[config.mk]
export PLATFORM = sky130hd
export DESIGN_NAME = moore_seq_det
export DESIGN_NICKNAME = d
export VERILOG_FILES = /design/src/rtl/moore_seq_det.sv
export SDC_FILE = /design/constraint.sdc
export NUM_CORES = 1
export LEC_CHECK = 0
export ABC_AREA = 1
export CAP_MARGIN = 20
export CORE_ASPECT_RATIO = 0.8
export CORE_MARGIN = 1
export CORE_UTILIZATION = 50
export CTS_CLUSTER_SIZE = 40
export DETAILED_ROUTE_END_ITERATION = 10
export GPL_TIMING_DRIVEN = 0
export PLACE_DENSITY = 0.8
export SYNTH_ARGS = -nofsm -noshare
export SYNTH_HDL_FRONTEND = slang
export SYNTH_SLANG_ARGS = --single-unit
[constraint.sdc]
create_clock -name clk -period 2.7 [get_ports clk]
set_input_delay 0.405 -clock clk [delete_from_list [all_inputs] [get_ports clk]]
set_output_delay 0.405 -clock clk [all_outputs]
set_load 0.005 [all_outputs]
[src/rtl/moore_seq_det.sv]
`default_nettype none
// ============================================================================
//  Module   : moore_seq_det
//  Purpose  : Programmable serial pattern detector with a registered (Moore)
//             one-cycle match pulse, saturating match counter, overlapping
//             or non-overlapping detection and a sticky configuration error.
//  Revision : 1.0 - initial release
// ============================================================================
module moore_seq_det #(
  parameter  int MAX_LEN = 8,
  parameter  int CNT_W   = 8,
  localparam int LEN_W   = $clog2(MAX_LEN + 1)
) (
  input  logic               clk,
  input  logic               rst,       // asynchronous, active-low
  input  logic               x_valid,
  input  logic               x,
  input  logic               cfg_load,
  input  logic [MAX_LEN-1:0] pat,
  input  logic [LEN_W-1:0]   pat_len,
  input  logic               overlap,
  input  logic               clr,
  output logic               y,
  output logic [CNT_W-1:0]   match_cnt,
  output logic               cfg_err
);

  // Longest legal pattern, expressed in the fill/length width.
  localparam logic [LEN_W-1:0]   c_max_len = LEN_W'(MAX_LEN);
  // Configuration loaded by reset: pattern 101, length 3, overlapping.
  localparam logic [MAX_LEN-1:0] c_rst_pat = MAX_LEN'(3'b101);
  localparam logic [LEN_W-1:0]   c_rst_len = LEN_W'(3);
  localparam logic [CNT_W-1:0]   c_cnt_max = '1;

  // Registered state
  logic [MAX_LEN-1:0] r_hist;
  logic [LEN_W-1:0]   r_fill;
  logic               r_y;
  logic [CNT_W-1:0]   r_cnt;
  logic [MAX_LEN-1:0] r_pat;
  logic [LEN_W-1:0]   r_len;
  logic               r_ovl;
  logic               r_err;

  // Next-state values
  logic [MAX_LEN-1:0] w_hist_nxt;
  logic [LEN_W-1:0]   w_fill_nxt;
  logic               w_y_nxt;
  logic [CNT_W-1:0]   w_cnt_nxt;
  logic [MAX_LEN-1:0] w_pat_nxt;
  logic [LEN_W-1:0]   w_len_nxt;
  logic               w_ovl_nxt;
  logic               w_err_nxt;

  // Match datapath
  logic [MAX_LEN-1:0] w_hist_shift;
  logic [LEN_W-1:0]   w_fill_inc;
  logic [MAX_LEN-1:0] w_mask;
  logic               w_match;

  // State register: async reset restores the default configuration.
  always_ff @(posedge clk or negedge rst) begin
    if (!rst) begin
      r_hist <= '0;
      r_fill <= '0;
      r_y    <= 1'b0;
      r_cnt  <= '0;
      r_pat  <= c_rst_pat;
      r_len  <= c_rst_len;
      r_ovl  <= 1'b1;
      r_err  <= 1'b0;
    end else begin
      r_hist <= w_hist_nxt;
      r_fill <= w_fill_nxt;
      r_y    <= w_y_nxt;
      r_cnt  <= w_cnt_nxt;
      r_pat  <= w_pat_nxt;
      r_len  <= w_len_nxt;
      r_ovl  <= w_ovl_nxt;
      r_err  <= w_err_nxt;
    end
  end

  // Match evaluation on the history as it will look after accepting x.
  always_comb begin
    w_hist_shift = {r_hist[MAX_LEN-2:0], x};
    w_fill_inc   = (r_fill == c_max_len) ? c_max_len : r_fill + LEN_W'(1);
    w_mask       = '0;
    for (int i = 0; i < MAX_LEN; i++) begin
      w_mask[i] = (i < int'(r_len));
    end
    // A zero length means the detector is disabled.
    w_match = (r_len != '0) && (w_fill_inc >= r_len) &&
              (((w_hist_shift ^ r_pat) & w_mask) == '0);
  end

  // Next-state logic, priority clr > cfg_load > x_valid.
  always_comb begin
    w_hist_nxt = r_hist;
    w_fill_nxt = r_fill;
    w_y_nxt    = 1'b0;
    w_cnt_nxt  = r_cnt;
    w_pat_nxt  = r_pat;
    w_len_nxt  = r_len;
    w_ovl_nxt  = r_ovl;
    w_err_nxt  = r_err;
    if (clr) begin
      // Configuration and cfg_err are deliberately left untouched.
      w_hist_nxt = '0;
      w_fill_nxt = '0;
      w_cnt_nxt  = '0;
    end else if (cfg_load) begin
      // New pattern restarts the fill count; the counter keeps its value.
      w_pat_nxt  = pat;
      w_ovl_nxt  = overlap;
      w_fill_nxt = '0;
      if (pat_len == '0) begin
        w_len_nxt = '0;
        w_err_nxt = 1'b1;
      end else if (pat_len > c_max_len) begin
        w_len_nxt = c_max_len;
        w_err_nxt = 1'b1;
      end else begin
        w_len_nxt = pat_len;
        w_err_nxt = 1'b0;
      end
    end else if (x_valid) begin
      w_hist_nxt = w_hist_shift;
      w_fill_nxt = w_fill_inc;
      if (w_match) begin
        w_y_nxt = 1'b1;
        if (r_cnt != c_cnt_max) begin
          w_cnt_nxt = r_cnt + CNT_W'(1);
        end
        // Non-overlapping mode requires a full fresh pattern after a hit.
        if (!r_ovl) begin
          w_fill_nxt = '0;
        end
      end
    end
  end

  // Outputs come straight from registers (Moore).
  always_comb begin
    y         = r_y;
    match_cnt = r_cnt;
    cfg_err   = r_err;
  end

endmodule
`default_nettype wire

After elaboration in Yosys (flattened, before gate mapping)
Cells that the tools add are included. Widths: inputs -> output; s select.

Register bits after elaboration: 34. Output and inout port bits: 10. Logic and storage cells: 60.

$add $sub $neg: 2. Order comparisons: 10. Equality and inequality tests: 3. Multiplexer cells: 22. Bitwise logic cells: 3. Reductions and logical operators: 12.

Operator list (number): $mux 8 (5); $mux 4 (8); $mux 7 (3); $lt 3x4->1 const A (4); $add 8x1->8 const B (1); $and 8x8->8 (1); $logic_not 8->1 (1); $lt 1x4->1 const A (2); $lt 2x4->1 const A (2); $ne 8x8->1 const B (1); $xor 8x8->8 (1); $mux 1 (6); $reduce_bool 2->1 (3); $add 4x1->4 const B (1); $eq 4x4->1 const B (1); $ge 4x4->1 (1); $gt 4x4->1 const B (1); $logic_not 4->1 (1); $reduce_and 2->1 (2); $reduce_and 4->1 (1); $reduce_bool 4->1 (1); $reduce_bool 3->1 (1); $logic_and 1x1->1 (2); $ne 2x1->1 const B (1); $not 1->1 (1).

Logic depth before layout (Yosys ltp)
Gate-level depths: netlist of run 1.

Depth in word-level cells: 9. Gate-level depth with buffers: 16.

Worst setup path after synthesis of run 1
OpenSTA, ideal clock, no wires.

Path kind: register to register. Start: register r_fill[0]. End: register r_fill[3]. Library setup time: 0.117 ns. Arrival time: 1.909 ns. Data required time: 2.583 ns. Path slack: 0.675 ns. Cell stages (with the launch flop): 16. Path buffers: 0. Period minus slack after synthesis: 2.025 ns. Path through: dfrtp_1 > inv_1 > ha_1 > nand2_1 > and3_1 > nor2_1 > inv_1 > ha_1 > nand2_1 > nor2_1 > nand3b_1 > nand2_4 > nor2_8 > nand2_4 > nand2_1 > nand2_1.

Cells in the longest elaborated chain, start to end: 9. Elaborated cells between the ends (all ways): 11. Classes of those cells: add/sub: 1; order compare: 1; eq/ne: 1; mux: 6; reduce/logical: 2.

RTL lines: start: declaration (line 37) `logic [LEN_W-1:0] r_fill;`; start signal: assignment (line 74) `r_fill <= w_fill_nxt;`; $add 4x1->4 or $eq 4x4->1 (tied branches) (line 87) `w_fill_inc = (r_fill == c_max_len) ? c_max_len : r_fill + LEN_W'(1);`; $mux 4 (*) (line 87); $ge 4x4->1 (line 93) `w_match = (r_len != '0) && (w_fill_inc >= r_len) &&`; $logic_and 1x1->1 (2 in series) (line 93); $mux 4 (*) (line 130) `if (w_match) begin`; $mux 4 (*) (line 127) `end else if (x_valid) begin`; $mux 4 (*) (line 112) `end else if (cfg_load) begin`; $mux 4 (*) (line 107) `if (clr) begin`.

Mark *: on every way between the ends. The rest lies on a longest branch, timed or not. The select of a mux whose other input is x is not followed. A chain may end at the register's enable or synchronous reset.

Final worst setup path of run 1
Start: register r_fill[0]. End: register r_fill[2].

The elaborated chain is that of the path after synthesis.

==> flow_metrics.py, run 1 <==
metrics = {
    "run_status": {
        "status": "finished, final reports clean",
    },
    "sta": {
        "fin_setup_tns_ps": 0,
        "finalMaxSlewViolations": 0,
        "period_share": 0.843,
        "clock.fmax_ghz": 0.439,
        "skew_ps": 7.59,
        "rsz0062_at_grt": "no",
        "tightest_slew_ps": 755,
        "post-route-min-period_ps": 2280,
        "hold_viol_final": 0,
        "relSlewSlack": 0.496,
        "setup_violations": 0,
        "holdWs_ps": 181,
        "layout_setup_ws_ps": 424,
    },
    "power": {
        "peakVddDrop_uv": 293,
        "power.leakage_nw": 1.27,
        "total_power_w": 0.00119,
        "power_density_mw_per_mm2": 481,
    },
    "yosys": {
        "synthTopCellsByCount": "nand2_1 (88), inv_1 (36), dfrtp_1 (29)",
        "synth.most_common_cell": "nand2_1",
        "ys_ff_latch": 34,
        "netlist.area_leader.share": 0.354,
        "yosysSeqAreaShare": 0.418,
        "synth_top_flop_cell": "dfrtp_1",
        "synth_edf_count": 0,
        "synthesis.area_sq_mm": 0.00205,
        "synth.net_count": 300,
        "ys_async_sr_fraction": 1.00,
        "synth.area.top_cells": "dfrtp_1 (35%), nand2_1 (16%), inv_1 (6.6%)",
        "yosys.area.top_type": "dfrtp_1",
        "ys_types": 30,
        "syn_inst": 274,
        "syn-mean-instance-area_sq_um": 7.48,
        "ys_warn_count": 0,
    },
    "critical_path": {
        "crit_fanout": 9,
        "cp_slowest_cell": "dfrtp_1",
        "cp_cell_sequence": "inv_1 -> ha_1 -> nand2_1 -> and3_1 -> nor2_1 -> inv_1 -> ha_1 -> nand2_1 -> nor2_1 -> nand3b_1 -> nand2_4 -> nor2_8 -> nand2_4 -> nand2_1 -> nand2_1",
        "slowest_delay_ps": 420,
        "end_kind": "register",
        "worstSetupPathType": "register to register",
        "critical_path.top_delay_family": "simple AND/OR/NAND/NOR gates",
        "worstPathArrival_ps": 2460,
        "cp-start-kind": "register",
        "cp_num_buf_inv": 2,
        "crit_path_frequent_cell": "nand2_1",
        "crit_required_ps": 2890,
    },
    "routing": {
        "postRouteAntennaNets": 0,
        "wl_per_cell_um": 11.5,
        "dr.pass1.iters": 4,
        "drt_iter0_drc": 171,
        "drc": 0,
        "num_vias": 1811,
        "avgViaCountPerCell": 4.98,
        "routed_wirelength_um": 4200,
    },
    "grt": {
        "grt_usage": 0.221,
        "grt_pass1_wl_um": 7240,
        "gr-total-overflow": 0,
        "grt_max_degree": 35,
        "antenna_found_initial": 0,
        "grt_pass1_vias": 1650,
    },
    "die": {
        "start_util": 0.532,
        "io_pins": 29,
        "fp.dieW_um": 73.6,
        "core_sq_mm": 0.00385,
        "fp.dieH_um": 59.3,
        "row_count": 20,
        "die_area_sq_mm": 0.00436,
    },
    "clock_network": {
        "clockBufferDepth": 2,
        "cts.sinks": 34,
        "cts_tree": "done",
        "cts_setup_buffers": 0,
        "clk_latency_ps": 290,
        "cts-resized-gates": 0,
        "cts_made_buffers": 5,
        "h-tree-depth": 2,
        "cts-root-buf": "clkbuf_8",
        "clk_pin_slew_ps": 70,
        "cts_hold_buf": 0,
    },
    "finish": {
        "num_antenna_cells": 0,
        "post-route-util": 0.644,
        "fin_nets": 335,
        "layout-drive-gt1-share": 0.117,
        "areaGrowthSynthToFinish_pct": 21.0,
    },
    "flow_run": {
        "drv_cap": 0,
    },
    "placement": {
        "port_buffers": 28,
        "preCtsSetupSlack_ps": 430,
        "place_congestion": 0.836,
        "dpl.hpwl_um": 3140,
    },
    "hold_path": {
        "min_path_type": "input pin to asynchronous set/reset pin",
    },
}
-- worst reg2reg max path, cell delays in order (launching register included) --
cell and delay [ps]:
dfrtp_1 420, inv_1 110, ha_1 150, nand2_1 60
and3_1 150, nor2_1 130, inv_1 60, ha_1 270
nand2_1 60, nor2_1 130, nand3b_1 160, nand2_4 80
nor2_8 180, nand2_4 80, nand2_1 70, nand2_1 50
-- metal layers --
layer | wire length, um | vias to the layer above | GRT usage
li1 | - | 941 | -
met1 | 2090 | 824 | 0.305
met2 | 1850 | 42 | 0.339
met3 | 207 | 4 | 0.0578
met4 | 50 | 0 | 0.0769
met5 | 0 | - | 0
-- path summary, 6_finish.rpt --
| path | cells past startpoint | to | slack, ps | start |
|---|---|---|---|---|
| min in group clk | 2 | r_pat[0] | 510 | r_pat[0] |
| worst min-delay path | 1 | match_cnt[2] | 180 | rst |
| worst min register to register | 2 | r_pat[0] | 510 | r_pat[0] |
| max in group asynchronous | 1 | r_pat[3] | 2030 | rst |
| worst max-delay path | 15 | r_fill[2] | 420 | r_fill[0] |
| worst max register to register | 15 | r_fill[2] | 420 | r_fill[0] |
-- power by group --
group | internal (W) | total (W) | switching (W)
clock network | 0.000202 | 0.000385 | 0.000183
registers | 0.000545 | 0.000566 | 0.0000215
logic | 0.0000927 | 0.000242 | 0.000149
-- final cells by class --
class	instances	area (sq um)
sequential	34	857
multi-input combinational	193	1010
tap	55	68.8
fill	339	1370
clock buffer	7	86.3
inverter	43	161
timing repair buffer	28	275
buffer	4	17.5
-- layout by cell type, fill, tap and decap left out --
cell type | synthesis | routed
dfrtp_1 | 29 | 29
nand2_1 | 88 | 88
nand4_1 | 10 | 10
o21ai_0 | 10 | 10
nand2_4 | 4 | 4
a21oi_4 | 1 | 1
o21ai_1 | 1 | 1
dfstp_2 | 5 | 5
nor2_4 | 1 | 1
a21oi_1 | 3 | 3
buf_2 | 2 | 3
xor2_1 | 5 | 5
nor2_2 | 4 | 4
clkbuf_8 | 0 | 6
nor3_1 | 2 | 2
nand3_2 | 1 | 1
clkbuf_1 | 2 | 3
nand2_2 | 4 | 4
clkdlybuf4s50_1 | 0 | 27
inv_1 | 36 | 36
xnor2_1 | 1 | 1
clkinv_1 | 1 | 1
o311ai_0 | 1 | 1
nor2_8 | 1 | 1
nor2_1 | 19 | 19
and3_1 | 1 | 1
inv_2 | 6 | 6
o31ai_1 | 1 | 1
nand3b_1 | 1 | 1
ha_1 | 7 | 7
o22ai_1 | 9 | 9
nand3_1 | 18 | 18
-- per-stage QoR --
stage,cells,instance area [sq um]
floorplan,274,2050
global placement,357,2400
detailed placement,357,2390
CTS,364,2480
global route,364,2480
finish,364,2480
-- cells by family (layout without fill, tap and decap cells) --
kind of cell	after synthesis	in the layout	synth area share
AOI/OAI and AO/OA	26	26	0.0775
buffers and inverters	47	82	0.0873
DFF	34	34	0.418
and+or+nand+nor	154	154	0.349
xor gates and xnor gates	6	6	0.0256
adders and majority gates	7	7	0.0427
-- registers in the layout (all words and copies together) (netlist names) --
| register | flops |
|---|---|
| match_cnt | 8 |
| r_fill | 4 |
| r_pat | 8 |
| r_ovl | 1 |
| y | 1 |
| r_len | 4 |
| cfg_err | 1 |
| r_hist | 7 |
(Power assumes the default switching activity.)
==> run 2, diff against run 1 <==
CORE_UTILIZATION = 49   (was 50)
PLACE_DENSITY = 0.82   (was 0.8)
clock period = 1.95 ns   (was 2.7 ns; I/O delays follow)
==> run 2 against run 1 <==
- the run now ends with negative setup slack left
- combinational power grew 61%
- first-iteration DRC count decreased by 30%
- sequential power up 39%
- worst setup slack lost 610 ps
- register-to-register slack worse by 610 ps
- critical path depth decreased by 2
==> flow_metrics.py, run 2 (synthesis results as in run 1) <==
metrics = {
    "die": {
        "die_area_sq_mm": 0.00445,
        "core_sq_mm": 0.00390,
        "fp.dieW_um": 74.3,
        "io_pins": 29,
        "start_util": 0.525,
        "fp.dieH_um": 59.8,
        "row_count": 20,
    },
    "power": {
        "sw_frac_of_total": 0.307,
        "sequentialPowerShare": 0.470,
        "peakVddDrop_uv": 462,
        "pwr-share-clk": 0.297,
        "power_density_mw_per_mm2": 624,
        "power.leakage_nw": 1.31,
        "p_switching_w": 0.000514,
        "p_int_w": 0.00116,
        "p_comb_frac": 0.233,
    },
    "finish": {
        "layout_commonest_cell": "nand2_1",
        "areaGrowthSynthToFinish_pct": 30.7,
        "final_cell_mix": "nand2_1 (83), inv_1 (32), dfrtp_1 (29)",
        "fin_nets": 344,
        "final.fill_count": 322,
        "layout-drive-gt1-share": 0.219,
        "num_antenna_cells": 0,
    },
    "sta": {
        "relSlewSlack": 0.487,
        "setup_violations": 13,
        "holdWs_ps": 76.4,
        "rsz0062_at_grt": "yes",
        "hold_viol_final": 0,
        "tightest_slew_ps": 769,
        "skew_ps": 12.3,
        "period_share": 1.10,
        "layout_setup_ws_ps": -187,
        "post-route-min-period_ps": 2140,
        "clock.fmax_ghz": 0.468,
        "finalMaxSlewViolations": 0,
    },
    "critical_path": {
        "end_kind": "register",
        "r2r-start": "r_fill[0]",
        "cp-start-kind": "register",
        "reg2reg_slack_ps": -190,
        "r2r_end": "r_fill[3]",
        "worstPathArrival_ps": 2300,
        "rr_worst_depth": 13,
        "crit_required_ps": 2110,
        "crit_fanout": 5,
        "worstSetupPathType": "register to register",
    },
    "routing": {
        "drt_iter0_drc": 119,
        "postRouteAntennaNets": 0,
        "avgViaCountPerCell": 5.19,
        "routed_wirelength_um": 4730,
        "dr.pass1.iters": 4,
        "wl_per_cell_um": 12.6,
        "drc": 0,
        "num_vias": 1940,
    },
    "hold_path": {
        "min_path_type": "input pin to asynchronous set/reset pin",
    },
    "clock_network": {
        "clk_pin_slew_ps": 80,
        "cts_hold_buf": 0,
        "cts.sinks": 34,
        "cts-root-buf": "clkbuf_8",
        "cts_made_buffers": 5,
        "h-tree-depth": 2,
        "cts_tree": "done",
        "clk_latency_ps": 290,
        "clockBufferDepth": 2,
    },
    "grt": {
        "grt_max_degree": 35,
        "gr-total-overflow": 0,
        "grt_usage": 0.229,
        "antenna_found_initial": 0,
        "grt_pass1_vias": 1754,
        "grt_pass1_wl_um": 7640,
    },
    "run_status": {
        "status": "complete, but fails checks",
        "violations": "negative setup slack",
    },
    "flow_run": {
        "drv_cap": 0,
    },
    "placement": {
        "preCtsSetupSlack_ps": -273,
        "dpl.hpwl_um": 3190,
        "place_congestion": 0.848,
        "port_buffers": 28,
    },
}
==> run 2: cell count changes in the layout (fill, tap and decap cells not counted), sizes merged <==
cell / before / now
nor2: 25 / 26
clkbuf: 9 / 10
buf: 3 / 11
==> run 2: worst max path at each step <==
stage               from   endpoint  cells after the start
5_1_grt        r_fill[1]  r_fill[2]                     15
3_3_place_gp   r_fill[1]  r_fill[1]                     15
6_report       r_fill[0]  r_fill[3]                     13
3_5_place_dp   r_fill[0]  r_fill[2]                     15
2_1_floorplan  r_fill[0]  r_fill[3]                     15
4_1_cts        r_fill[1]  r_fill[2]                     15
==> run 2: timing repair <==
action	CTS	global route
gates cloned	1	0
buffers inserted	7	1
resized for setup	12	18
pin swaps	9	11
endpoints found under the hold margin	0	0
endpoints found under the setup margin	13	13
==> run 2: area by class of cell <==
class	instances	area, sq um	area share
Tap cell	55	68.8	0.0257
Clock buffer	8	80.1	0.0299
Multi-Input combinational cell	194	1160	0.433
Sequential cell	34	857	0.320
Timing Repair Buffer	36	335	0.125
Inverter	43	161	0.0603
Buffer	4	17.5	0.00654
==> run 2: routing by layer <==
metal	vias up	routed length (um)	GRT usage
met1	892	2080	0.302
met3	9	343	0.0556
met2	75	2240	0.383
li1	964	-	-
met5	-	0	0
met4	0	59	0.0539
==> run 2: power by group through the flow <==
stage,combinational (W),sequential [W],clock [W]
finish,0.000390,0.000785,0.000496
global route,0.000436,0.000790,0.000535
CTS,0.000362,0.000785,0.000499
detailed placement,0.000335,0.000798,0
global placement,0.000329,0.000796,0
floorplan,0.000231,0.000790,0
==> run 2: metrics by stage <==
step                power (W)  cells  area (sq um)   util  setup TNS, ps
global route          0.00176    374          2680  0.686          -3340
detailed placement    0.00113    357          2390  0.613          -2780
floorplan             0.00102    274          2050      -           -120
global placement      0.00112    357          2400  0.614          -6300
CTS                   0.00165    373          2590  0.663          -2140
finish                0.00167    374          2680  0.686          -1680
==> run 2: critical path: stages (launching register included) <==
cell and delay, ps:
dfrtp_1 380, inv_2 70, buf_4 140, o31ai_2 210, nand2_1 150, ha_4 320
nand2_4 60, nor2_4 100, nand3b_1 150, nand2_4 100, nor2_8 140, nand2_4 80
nand2_1 60, nand2_1 60
==> run 3, diff against run 2 <==
PLACE_DENSITY = unset   (was 0.82)
PLACE_DENSITY_LB_ADDON = 0.1   (was unset)
==> run 3 against run 2 <==
- the run still ends with negative setup slack left
- design area grew 0.14%
- routed wire length is 5.1% higher
- via count decreased by 3.6%
- critical path type unchanged
- die area unchanged
- largest cell class unchanged
- largest power group unchanged
- utilization increased by 0.096 points
- critical path depth up 2
- critical endpoint is now r_fill[0]
- sequential cell count unchanged
- global-route usage up 0.25 points
==> flow_metrics.py, run 3 (synthesis results as in run 1) <==
metrics = {
    "run_status": {
        "status": "complete, but fails checks",
        "violations": "negative setup slack",
    },
    "critical_path": {
        "r2r_end": "r_fill[0]",
        "cp-start-kind": "register",
        "rr_worst_depth": 15,
        "crit_fanout": 5,
        "reg2reg_slack_ps": -260,
        "cp_slowest_cell": "dfrtp_1",
        "worstPathArrival_ps": 2400,
        "crit_required_ps": 2140,
        "worstSetupPathType": "register to register",
        "cp_num_buf_inv": 2,
        "end_kind": "register",
        "slowest_delay_ps": 420,
        "cp_cell_sequence": "inv_2 -> ha_4 -> nand2_2 -> and3_4 -> nor2_4 -> inv_2 -> ha_4 -> nand2_4 -> nor2_4 -> nand3b_1 -> nand2_4 -> nor2_8 -> nand2_4 -> nand2_2 -> nand2_1",
        "critical_path.top_delay_family": "simple AND/OR/NAND/NOR gates",
        "crit_path_frequent_cell": "nand2_4",
        "r2r-start": "r_fill[1]",
    },
    "clock_network": {
        "cts_made_buffers": 5,
        "cts-root-buf": "clkbuf_8",
        "clk_latency_ps": 290,
        "clk_pin_slew_ps": 70,
        "cts.sinks": 34,
        "clockBufferDepth": 2,
        "cts_tree": "done",
        "h-tree-depth": 2,
    },
    "routing": {
        "routed_wirelength_um": 4970,
        "avgViaCountPerCell": 5.01,
        "wl_per_cell_um": 13.3,
        "drc": 0,
        "postRouteAntennaNets": 0,
        "dr.pass1.iters": 4,
        "drt_iter0_drc": 134,
        "num_vias": 1870,
    },
    "sta": {
        "rsz0062_at_grt": "yes",
        "post-route-min-period_ps": 2210,
        "finalMaxSlewViolations": 0,
        "clock.fmax_ghz": 0.452,
        "holdWs_ps": 74.5,
        "hold_viol_final": 0,
        "layout_setup_ws_ps": -263,
        "setup_violations": 13,
        "fin_setup_tns_ps": -2880,
        "tightest_slew_ps": 762,
        "relSlewSlack": 0.492,
        "skew_ps": 5.34,
        "period_share": 1.13,
    },
    "die": {
        "start_util": 0.525,
        "fp.dieW_um": 74.3,
        "die_area_sq_mm": 0.00445,
        "row_count": 20,
        "fp.dieH_um": 59.8,
        "io_pins": 29,
        "core_sq_mm": 0.00390,
    },
    "hold_path": {
        "min_path_type": "input pin to asynchronous set/reset pin",
    },
    "grt": {
        "grt_pass1_vias": 1669,
        "gr-total-overflow": 0,
        "grt_usage": 0.232,
        "antenna_found_initial": 0,
        "grt_max_degree": 35,
        "grt_pass1_wl_um": 7560,
    },
    "placement": {
        "place_congestion": 0.845,
        "dpl.hpwl_um": 3240,
        "port_buffers": 28,
    },
    "power": {
        "power_density_mw_per_mm2": 622,
        "peakVddDrop_uv": 339,
        "power.leakage_nw": 1.31,
    },
    "finish": {
        "layout_commonest_cell": "nand2_1",
        "final_cell_mix": "nand2_1 (79), inv_1 (32), dfrtp_1 (29)",
        "fin_nets": 344,
        "areaGrowthSynthToFinish_pct": 30.9,
        "layout-drive-gt1-share": 0.233,
        "num_antenna_cells": 0,
    },
    "flow_run": {
        "drv_cap": 0,
    },
}
[run 3: changes by cell type in the layout (fill, tap and decap cells not counted)]
cell / previous run / this run
nand3_1: 11 / 12
clkbuf_1: 5 / 4
a21oi_1: 2 / 3
o21ai_0: 10 / 9
nand2_2: 8 / 12
nor2_1: 16 / 15
nor2_2: 5 / 6
nand2_1: 83 / 79
o21ai_2: 0 / 1
nand3_2: 7 / 6
a21oi_2: 1 / 0
[run 3: worst max-delay path by stage]
stage,from,depth (start not counted),slack [ps],endpoint
final,r_fill[1],15,-260,r_fill[0]
after global placement,r_fill[1],15,-240,r_fill[0]
after floorplan,r_fill[0],15,-30,r_fill[3]
after detailed placement,r_fill[1],15,-290,r_fill[3]
after CTS,r_fill[0],15,-270,r_fill[3]
after global routing,r_fill[0],15,-330,r_fill[0]
[run 3: report_power, final]
part	switching, W	leakage [nW]	internal [W]
combinational	0.000241	0.830	0.000149
sequential	0.0000310	0.441	0.000755
clock	0.000248	0.0383	0.000246
total	0.000519	1.31	0.00115
[run 3: cell type report]
class	instances	area [sq um]
fill	340	1220
sequential	34	857
timing repair buffer	36	335
inverter	43	161
clock buffer	7	76.3
multi-input combinational	194	1170
tap	55	68.8
buffer	4	17.5
[run 3: repair_timing]
item | CTS | global route
pin swaps | 6 | 21
endpoints found under the hold margin | 0 | 0
setup buffers | 4 | 4
endpoints found under the setup margin | 13 | 13
gates resized for setup | 3 | 32
cloned | 1 | 0
hold buffers | 0 | 0
[run 3: through the flow]
step	total power, W	worst slack [ps]	cells	instance area (sq um)	utilization
floorplan	0.00102	-30.9	274	2050	-
global placement	0.00113	-238	357	2400	0.614
detailed placement	0.00113	-295	357	2390	0.613
CTS	0.00164	-267	369	2510	0.644
global route	0.00175	-332	373	2680	0.687
finish	0.00167	-263	373	2680	0.687
[run 3: metal layers]
metal,up-vias,wire length (um),global-route usage
met5,-,0,0
met4,0,75,0.0916
met3,11,220,0.0455
met2,46,2350,0.365
met1,849,2330,0.316
li1,964,-,-
==> patch 1 (flow settings as in run 1) <==
Make the reset (`rst`) synchronous in one clocked block. Comments in the files are not updated.
--- a/src/rtl/moore_seq_det.sv
+++ b/src/rtl/moore_seq_det.sv
@@ -60,5 +60,5 @@
 
   // State register: async reset restores the default configuration.
-  always_ff @(posedge clk or negedge rst) begin
+  always_ff @(posedge clk) begin
     if (!rst) begin
       r_hist <= '0;
Check against the original RTL: differs if rst is asserted again (counterexample within 4 cycles, from zero or initial values and one cycle with rst low); with rst held inactive, the same outputs for 4 cycles.
==> patch 1 against run 1 <==
  * Maximum frequency rose by 12%
  * Routed wire length fell by 9.6%
  * Non-clock buffer count increased by 2
  * Combinational power is 42% lower
  * Power is 12% lower
  * Worst setup slack better by 0.25 ns
  * Final area decreased by 12%
  * First-iteration DRC count shrank 33%
  * Area after synthesis is 14% lower
  * Sequential cell count unchanged
  * Largest cell class unchanged
  * Highest routed layer unchanged
==> patch 1: results (changes against run 1) <==
[cts]
clk_pin_slew_worst_paths_ns=0.07  ; about the same
clockBufferDepth=2  ; unchanged
post-cts-setup-buffers=0  ; unchanged
clk_latency_ns=0.29  ; about the same
cts_resized=0  ; unchanged

[run_status]
outcome=complete, no violations

[detailed_routing]
drtIter0Drc=114  ; -33%
first_pass_iters=4  ; unchanged
via_per_inst=5.055  ; +1.6%
routed_wl_mm=3.793  ; -9.6%

[final_layout]
drive_above_1_share_pct=6.207  ; -5.4 points
final_nets=314  ; -6.3%

[worst_setup_path]
ff2ff_setup_slack_ns=0.67  ; +0.25 ns
cp-startpoint=r_fill[0]
critPathMaxStageDelay_ns=0.38  ; -0.04 ns
slowest_stage=dfxtp_1
reg2reg_depth=15  ; unchanged
crit_path_max_fanout=10  ; +1
reg2reg_to=r_fill[2]
arrival_ns=2.24  ; -0.22 ns

[logic_synthesis]
syn_nets=279  ; -7.0%
async_flop_share_pct=0  ; -100 points
synth_cell_types=25  ; -17%
synthTopCellsByCount=69 x nand2_1, 34 x dfxtp_1, 30 x inv_1
ys.flop_type=dfxtp_1
synth_area_leaders=dfxtp_1 39%, nand2_1 15%, a21oi_1 7.9%
seq_area_frac_synth_pct=38.53  ; -3.3 points

[global_route]
grt_max_degree=11  ; -69%
use_met1_pct=29.25  ; -1.2 points
grt_pass1_wl_mm=5.996  ; -17%
use_met2_pct=34.15  ; +0.21 points
grt_pass1_vias=1407  ; -15%
gr-usage-met3_pct=6.148  ; +0.37 points
grt_usage_pct=22.07  ; -0.079 points

[power]
power.leakage_nw=0.9286  ; -27%
peakVddDrop_v=0.0003301  ; +13%

[place]
gp_congestion=0.7974  ; -4.6%
dp_hpwl_mm=2.745  ; -13%
portBuffers=28  ; unchanged

[hold_path]
hold_class=register to register
whs_path_depth=2

[timing]
whs_ns=0.4784  ; +0.2978 ns
slew_headroom_pct=59.66  ; +10 points
clock_skew_ns=0.009566  ; +0.001980 ns

-- patch 1: cell types whose count changed in the layout (fill, tap and decap cells not counted), moves of 5 or more --
cell and delta:
dfxtp_1 +34, dfrtp_1 -29, a21oi_1 +25, nand2_1 -19, o22ai_1 -9, nand3_1 -8
inv_1 -6, dfstp_2 -5, o21ai_0 +5
-- patch 1: cell families after synthesis --
family / after synthesis / synth area share [%]
flops: 34 / 38.53
compound gates: 51 / 16.36
buf+inv: 41 / 9.560
xor+xnor: 7 / 3.470
fa+ha+maj: 6 / 4.249
simple gates: 115 / 27.83
-- patch 1: final cells by class --
cell class / instances / area, um^2
fillers: 294 / 1032
multi-input cells: 179 / 917.1
flip-flops and latches: 34 / 680.7
repair buffers: 28 / 280.3
inverters: 35 / 131.4
clock buffers: 7 / 86.33
well taps: 40 / 50.05
plain buffers: 6 / 37.54
clock inverters: 1 / 5.005
-- patch 1: report_power, final --
group	switching (mW)	internal, mW	leakage (nW)
Combinational	0.0789	0.0619	0.603
Clock	0.178	0.206	0.0482
Sequential	0.0105	0.519	0.277
-- patch 1: worst max path at each step --
| stage | to | slack (ns) | cells past startpoint |
|---|---|---|---|
| floorplan | r_fill[0] | 0.88 | 15 |
| global placement | y | 0.51 | 5 |
| detailed placement | y | 0.50 | 5 |
| CTS | r_fill[2] | 0.65 | 15 |
| global route | r_fill[0] | 0.49 | 15 |
| finish | r_fill[2] | 0.67 | 15 |
-- patch 1: worst reg2reg max path: cells and delay by family, from the launching register on --
kind	cells	cell delay, ns
AO/OA/AOI/OAI	2	0.25
AND/OR/NAND/NOR	8	0.56
adder cells (fa/ha/maj)	2	0.48
flip-flops	1	0.38
buffers and inverters	3	0.30
-- patch 1: routing by layer --
metal / vias up / wire length [um] / share of wire, %
li1: 895 / - / -
met1: 746 / 2008 / 53
met2: 23 / 1624 / 43
met3: 4 / 120 / 3.2
met4: 0 / 40 / 1.1
met5: - / 0 / 0
-- patch 1: stage by stage --
step           utilization, %  std cells  area, um^2  setup WS (ns)
2_1_floorplan               -        254        1767         0.8828
3_3_place_gp            65.11        322        2097         0.5084
3_5_place_dp            65.11        322        2097         0.4993
4_1_cts                 67.95        330        2188         0.6500
5_1_grt                 67.95        330        2188         0.4854
6_report                67.95        330        2188         0.6689
==> patch 2 (settings of run 1) <==
Without the edit above. `MAX_LEN`: 8 -> 4.
--- a/src/rtl/moore_seq_det.sv
+++ b/src/rtl/moore_seq_det.sv
@@ -8,5 +8,5 @@
 // ============================================================================
 module moore_seq_det #(
-  parameter  int MAX_LEN = 8,
+  parameter  int MAX_LEN = 4,
   parameter  int CNT_W   = 8,
   localparam int LEN_W   = $clog2(MAX_LEN + 1)
Ports: changed (resized pat and pat_len); port bits go from 29 to 24. The function was not compared with the original's and may differ.
==> patch 2 against run 1 <==
  * Critical path depth fell by 3
  * Final area fell by 29%
  * Area after synthesis fell by 30%
  * Sequential cell count fell by 10
  * Non-clock buffer count fell by 7
  * Power fell by 28%
  * Routed wire length fell by 30%
  * Worst setup slack improved by 0.18 ns
==> patch 2: results (changes against run 1) <==
[run_status]
outcome=complete, no violations

[cts]
clk_pin_slew_worst_paths_ns=0.13  ; +0.06 ns
clk_latency_ns=0.32  ; +0.03 ns
cts_resized=0  ; unchanged
clockBufferDepth=2  ; unchanged
post-cts-setup-buffers=0  ; unchanged
htreeDepth=1  ; -1
cts_root_buf=clkbuf_4
cts-buffers-inserted=3  ; -2

[logic_synthesis]
yosys_warnings=0  ; unchanged
syn_nets=209  ; -30%
synthTopCellsByCount=57 x nand2_1, 24 x inv_1, 19 x dfrtp_1, 19 x nor2_1, 16 x nand3_1
synth_area_leaders=dfrtp_1 33%, nand2_1 15%, dfstp_2 9.2%
synth_cell_types=23  ; -23%
async_flop_share_pct=100.0  ; unchanged
ys.flop_type=dfrtp_1
seq_area_frac_synth_pct=42.28  ; +0.46 points

[final_layout]
final_nets=237  ; -29%
largest_reg_flops=8
n_antenna_cell=0  ; unchanged
drive_above_1_share_pct=12.62  ; +0.97 points

[worst_setup_path]
cp_top_family=simple AND/OR/NAND/NOR gates
crit_path_max_fanout=6  ; -3
critPathMaxStageDelay_ns=0.41
arrival_ns=2.32  ; -0.14 ns
slowest_stage=dfrtp_1

[place]
dp_hpwl_mm=2.242  ; -29%
gp_congestion=0.8393  ; +0.45%
portBuffers=22  ; -21%

[detailed_routing]
ant_nets=0  ; unchanged
first_pass_iters=4  ; unchanged
via_count=1239  ; -32%
post_drt_wl_per_cell_um=11.78  ; +2.2%
drtIter0Drc=62  ; -64%

[power]
peakVddDrop_v=0.0003943  ; +35%
power.leakage_nw=0.8630  ; -32%

[global_route]
grt_pass1_wl_mm=5.078  ; -30%
grt_max_degree=25  ; -29%
grt_usage_pct=22.22  ; +0.074 points
antenna_found_initial=0  ; unchanged

[timing]
clock_skew_ns=0.001589  ; -0.005996 ns
slew_headroom_pct=60.88  ; +11 points

[hold_path]
hold_class=input port to register

-- patch 2: through the flow --
step	std cells	setup slack (ns)	power (mW)	instance area (um^2)
2_1_floorplan	187	0.8403	0.5334	1435
4_1_cts	249	0.5995	0.8668	1753
3_5_place_dp	245	0.6169	0.6045	1700
3_3_place_gp	245	0.6964	0.5971	1700
6_report	250	0.6042	0.8617	1768
5_1_grt	250	0.4104	0.9157	1768
-- patch 2: final cells by class --
type,count,area [um^2]
clock buffers,3,22.52
multi-input cells,135,718.2
inverters,26,97.59
flip-flops and latches,24,606.8
clock inverters,1,30.03
repair buffers,23,235.2
plain buffers,2,12.51
fillers,219,814.5
well taps,36,45.04
-- patch 2: final timing paths --
check,depth (start not counted),startpoint,slack (ns),endpoint
setup reg to reg,12,r_fill[0],0.60,match_cnt[2]
setup / recovery,12,r_fill[0],0.60,match_cnt[2]
hold / removal,4,clr,0.42,r_len[0]
max in group asynchronous,2,rst,1.69,r_pat[0]
hold reg to reg,2,r_ovl,0.48,r_ovl
min in group asynchronous,1,rst,0.44,cfg_err
-- patch 2: cell families (layout without fill, tap and decap cells) --
logic type,count (synthesis),in the layout,share of synthesized area (%)
adder cells (fa/ha/maj),8,8,6.975
buffers and inverters,28,55,7.672
AO/OA/AOI/OAI,15,15,6.539
XOR/XNOR,6,6,3.662
flip-flops,24,24,42.28
AND/OR/NAND/NOR,106,106,32.87
-- patch 2: power breakdown --
part           total [mW]  internal [mW]  switching [mW]
clock network       0.260          0.150           0.109
registers           0.415          0.392          0.0234
logic               0.187         0.0814           0.105
-- patch 2: metal layers --
metal	global-route usage (%)	wire length, um	vias to the layer above
li1	-	-	643
met1	29.75	1413	579
met2	34.59	1419	15
met3	6.824	99	2
met4	5.556	13	0
met5	0	0	-
